File: src/rtl/instr_encoder.sv
// instr_encoder: encodes LW/SW/R-type requests into 32-bit words and streams them into instruction memory.
// Optional build macro INSTR_ENCODER_CHECKSUM_EN adds a running XOR checksum of the written words.
module instr_encoder #(
    parameter int ADDR_W    = 8,
    parameter int BASE_ADDR = 0
) (
    input  logic              clk,
    input  logic              rst_n,
    input  logic              start,
    input  logic              req_valid,
    output logic              req_ready,
    input  logic [2:0]        req_kind,
    input  logic [4:0]        req_rs,
    input  logic [4:0]        req_rt,
    input  logic [4:0]        req_rd,
    input  logic [15:0]       req_imm,
    input  logic              req_last,
    output logic              imem_we,
    input  logic              imem_ready,
    output logic [ADDR_W-1:0] imem_addr,
    output logic [31:0]       imem_wdata,
    output logic              busy,
    output logic              done,
    output logic              err_kind,
    output logic              err_full,
    output logic [31:0]       checksum
);
    typedef enum logic [1:0] {IDLE, LOAD, DRAIN, DONE} state_t;
    localparam logic [ADDR_W-1:0] BASE = ADDR_W'(BASE_ADDR);
    localparam logic [ADDR_W-1:0] LAST = '1;
    state_t state, state_nx;
    logic   full_q, accept, wr_done, at_end, kind_bad, do_write, do_drop, session_start;
    function automatic logic [31:0] encode(input logic [2:0] kind, input logic [4:0] rs, rt, rd,
                                           input logic [15:0] imm);
        logic [5:0] funct;
        funct = (kind == 3'd2) ? 6'd32 : (kind == 3'd3) ? 6'd34 : (kind == 3'd4) ? 6'd50 :
                (kind == 3'd5) ? 6'd36 : 6'd37;
        return (kind == 3'd0) ? {6'd5, rs, rt, imm} :
               (kind == 3'd1) ? {6'd6, rs, rt, imm} : {6'd4, rs, rt, rd, 5'd0, funct};
    endfunction
    assign req_ready     = (state == LOAD) && (!imem_we || imem_ready);
    assign accept        = req_valid && req_ready;
    assign wr_done       = imem_we && imem_ready;
    // Memory is exhausted once the top address has been written, including in the completing cycle.
    assign at_end        = full_q || (wr_done && imem_addr == LAST);
    assign kind_bad      = req_kind == 3'd7;
    assign do_write      = accept && !kind_bad && !at_end;
    assign do_drop       = accept && !kind_bad && at_end;
    assign session_start = (state == IDLE) && start;
    assign busy          = (state == LOAD) || (state == DRAIN);
    assign done          = state == DONE;
    always_comb begin
        state_nx = state;
        case (state)
            IDLE:    state_nx = start ? LOAD : IDLE;
            LOAD:    state_nx = ((accept && req_last) || do_drop) ? DRAIN : LOAD;
            DRAIN:   state_nx = (!imem_we || imem_ready) ? DONE : DRAIN;
            default: state_nx = IDLE;
        endcase
    end
    always_ff @(posedge clk or negedge rst_n) begin
        if (!rst_n) state <= IDLE;
        else        state <= state_nx;
    end
    always_ff @(posedge clk or negedge rst_n) begin
        if (!rst_n) begin
            imem_we    <= 1'b0;
            imem_wdata <= '0;
        end else if (do_write) begin
            imem_we    <= 1'b1;
            imem_wdata <= encode(req_kind, req_rs, req_rt, req_rd, req_imm);
        end else if (imem_ready) begin
            imem_we    <= 1'b0;
        end
    end
    // The address saturates at the top; full_q records that the last slot is used.
    always_ff @(posedge clk or negedge rst_n) begin
        if (!rst_n) begin
            imem_addr <= BASE;
            full_q    <= 1'b0;
        end else if (session_start) begin
            imem_addr <= BASE;
            full_q    <= 1'b0;
        end else if (wr_done) begin
            if (imem_addr == LAST) full_q    <= 1'b1;
            else                   imem_addr <= imem_addr + ADDR_W'(1);
        end
    end
    always_ff @(posedge clk or negedge rst_n) begin
        if (!rst_n) begin
            err_kind <= 1'b0;
            err_full <= 1'b0;
        end else if (session_start) begin
            err_kind <= 1'b0;
            err_full <= 1'b0;
        end else begin
            if (accept && kind_bad) err_kind <= 1'b1;
            if (do_drop)            err_full <= 1'b1;
        end
    end
`ifdef INSTR_ENCODER_CHECKSUM_EN
    logic [31:0] cs_q;
    always_ff @(posedge clk or negedge rst_n) begin
        if (!rst_n)             cs_q <= '0;
        else if (session_start) cs_q <= '0;
        else if (wr_done)       cs_q <= cs_q ^ imem_wdata;
    end
    assign checksum = cs_q;
`else
    assign checksum = '0;
`endif
endmodule

File: config.mk
export PLATFORM = sky130hd
export DESIGN_NAME = instr_encoder
export DESIGN_NICKNAME = d
export VERILOG_FILES = /design/src/rtl/instr_encoder.sv
export SDC_FILE = /design/constraint.sdc
export NUM_CORES = 1
export LEC_CHECK = 0
export BUFFER_PORTS_ARGS = -buffer_cell sky130_fd_sc_hd__buf_2
export CAP_MARGIN = 5
export CORE_ASPECT_RATIO = 0.6
export CORE_MARGIN = 2
export CORE_UTILIZATION = 40
export CTS_BUF_LIST = sky130_fd_sc_hd__clkbuf_2 sky130_fd_sc_hd__clkbuf_4 sky130_fd_sc_hd__clkbuf_8
export DETAILED_ROUTE_END_ITERATION = 10
export PLACE_DENSITY = 0.78
export SYNTH_ARGS = -nofsm -noshare
export SYNTH_HDL_FRONTEND = slang
export SYNTH_SLANG_ARGS = --single-unit
File: constraint.sdc
create_clock -name clk -period 2.25 [get_ports clk]
set_input_delay 0.3375 -clock clk [delete_from_list [all_inputs] [get_ports clk]]
set_output_delay 0.3375 -clock clk [all_outputs]
set_load 0.02 [all_outputs]
==> results.cfg <==
[floorplanning]
pin_count = 118
coreArea_um2 = 5700
die_w_um = 105
fp.dieH_um = 64.3
start_util_pct = 42.6
dieArea_um2 = 6730
rows = 21

[power]
total_power_uw = 3570
powerDensity_nw_per_um2 = 1230
ir_worst_vdd_uv = 463
p_leak_uw = 0.00162

[final_layout]
n_fill_cell = 514
nets = 342
area_delta_synth_final_pct = 19.9
drive_above_1_share_pct = 42.8
n_antenna_cell = 0
design_area_um2 = 2910

[clock_tree]
clock_sinks = 43
cts_buffers = 5
clock_path_buffers = 2
cts_hold_buf = 0
postCtsSetupRepairBufs = 0
cts_max_level = 2
cts-root-buf = clkbuf_8
cts_tree = yes
post_cts_resized = 0
clk_latency_ns = 0.29
clk_pin_slew_worst_paths_ns = 0.08

[setup_path]
crit_type = reg2reg
start_kind = flip-flop
worstRegToRegCells = 6
worstSetupStartpoint = imem_addr[1]
timing.rr.start = imem_addr[1]
cpPeakStageDelay_ns = 0.42
crit_chain = ha_1 -> and4_4 -> a31oi_4 -> nand3_2 -> buf_4 -> mux2_4
endpoint_kind = flip-flop
required_ns = 2.43
crit_arrival_ns = 2.01
crit_path_max_fanout = 16
slowest_stage = dfrtp_1

[synthesis]
synth.most_common_cell = dfrtp_1
synth.yosys.seq_area_share_pct = 44.3
ys.flop_type = dfrtp_1
synth-edff-count = 0
synth_area_per_cell_um2 = 11.5
synth.distinct_cells = 41
synth_area_leaders = dfrtp_1 (44%), mux2_4 (13%), buf_4 (11%), mux2i_1 (3.7%), ha_1 (3.1%)
async_reset_ff_share_pct = 100
yosys_warnings = 0
synthTopCellsByCount = dfrtp_1 (43), buf_4 (37), mux2_4 (21), nand2_1 (16), nor2_1 (13)
yosysTopAreaCellShare_pct = 44.3
syn_inst = 211
synth_top_cell_by_area = dfrtp_1
syn-cell-area_um2 = 2430
ys_seq_elements = 43

[placed_design]
io_buffer_count = 82
dp_hpwl_um = 3750
gp_routability_congestion = 0.783
placed_area_um2 = 2780

[detailed_routing]
drt_iter0_markers = 98
drt-total-wl_um = 4920
drtPass1Iterations = 4
ant_nets = 0
wire_per_inst_um = 13.1
drc = 0
dr_total_vias = 1660
viasPerCell = 4.40

[outcome]
outcome = complete, no violations

[global_routing]
antenna_found_initial = 0
grt_overflow = 0
grt_max_degree = 44
grt_pass1_vias = 1616
grt_pass1_wl_um = 8020
grt_usage_pct = 15.1

[sta]
rsz0062_at_grt = false
finalCritPeriodShare_pct = 81.5
setup_viol = 0
finClkSkew_ns = 0.00209
layout_min_cycle_time_ns = 1.83
fmax_mhz = 545
tightest_slew_ns = 0.972
maxSlewViolCount = 0
tns_ns = 0
relSlewSlack_pct = 35.2
finalHoldViolCount = 0

[min_path]
min_path_type = in2async

[job]
drv_cap = 0
-- per-layer routing --
metal,global-route usage [%],up-vias,wire length [µm]
met2,22.6,59,2180
met5,0,-,0
li1,-,808,-
met3,4.69,2,339
met1,21.4,791,2390
met4,3.21,0,10
-- cell families after synthesis --
group / Yosys count / share of synthesized area [%]
adders and majority gates: 6 / 3.09
other: 1 / 0.154
and+or+nand+nor: 53 / 11.4
AOI/OAI and AO/OA: 15 / 5.05
xor gates and xnor gates: 6 / 2.16
DFF: 43 / 44.3
muxes: 35 / 19.0
buffers and inverters: 52 / 14.7
-- worst max-delay path, delay by kind of cell (launching register included) --
| kind | cells | cell delay (ns) |
|---|---|---|
| adder cells (fa/ha/maj) | 1 | 0.24 |
| multiplexers | 1 | 0.33 |
| AND/OR/NAND/NOR | 2 | 0.35 |
| flip-flops | 1 | 0.42 |
| AO/OA/AOI/OAI | 1 | 0.09 |
| buffers and inverters | 1 | 0.28 |
-- placed cells by master, fill, tap and decap left out, drive strengths merged, types with 2 or more instances in the layout --
| cell type | instances |
|---|---|
| conb | 35 |
| and4 | 2 |
| nand2 | 16 |
| or3 | 2 |
| buf | 86 |
| inv | 10 |
| clkbuf | 5 |
| ha | 6 |
| o2111ai | 2 |
| bufinv | 2 |
| nand4 | 2 |
| mux2 | 26 |
| nor2 | 14 |
| and2 | 5 |
| nand2b | 3 |
| mux2i | 9 |
| o21ai | 2 |
| a21oi | 2 |
| dfrtp | 43 |
| and3 | 3 |
| nand3 | 3 |
| xor2 | 6 |
| o211ai | 3 |
-- state kept, by name (all words and copies together), names as in the netlist --
name,flops
imem_addr,8
imem_wdata,29
full_q,1
err_full,1
imem_we,1
err_kind,1
state,2
-- worst paths after layout --
check | endpoint | slack, ns
worst min register to register | imem_wdata[28] | 0.48
worst max register to register | imem_wdata[21] | 0.42
worst max-delay path | imem_wdata[21] | 0.42
min in group clk | imem_wdata[17] | 0.28
max in group asynchronous | imem_wdata[9] | 1.45
worst min-delay path | err_full | 0.20
-- per-stage QoR --
| step | hold slack, ns | worst slack, ns | util, % | std cells |
|---|---|---|---|---|
| 4_1_cts | 0.222 | 0.431 | 51.1 | 377 |
| 3_5_place_dp | 0.463 | 0.445 | 48.7 | 369 |
| 3_3_place_gp | 0.454 | 0.472 | 48.7 | 369 |
| 2_1_floorplan | 0.0419 | 0.465 | - | 245 |
| 5_1_grt | 0.263 | 0.318 | 51.1 | 377 |
| 6_report | 0.203 | 0.416 | 51.1 | 377 |
-- layout make-up --
cell class	instances	area [µm²]	area share (%)
clock buffer	5	68.8	2.36
clock inverter	3	67.6	2.32
inverter	10	37.5	1.29
multi-input combinational	150	1120	38.5
sequential	43	1080	37.0
tap	80	100	3.44
timing repair buffer	86	440	15.1
-- power breakdown --
group	internal (µW)	switching [µW]	leakage [µW]	total [µW]
Combinational	708	905	0.00101	1610
Sequential	1060	192	0.000541	1250
Clock	443	264	0.0000644	707
Note: power is estimated with default switching activity, not from simulation.
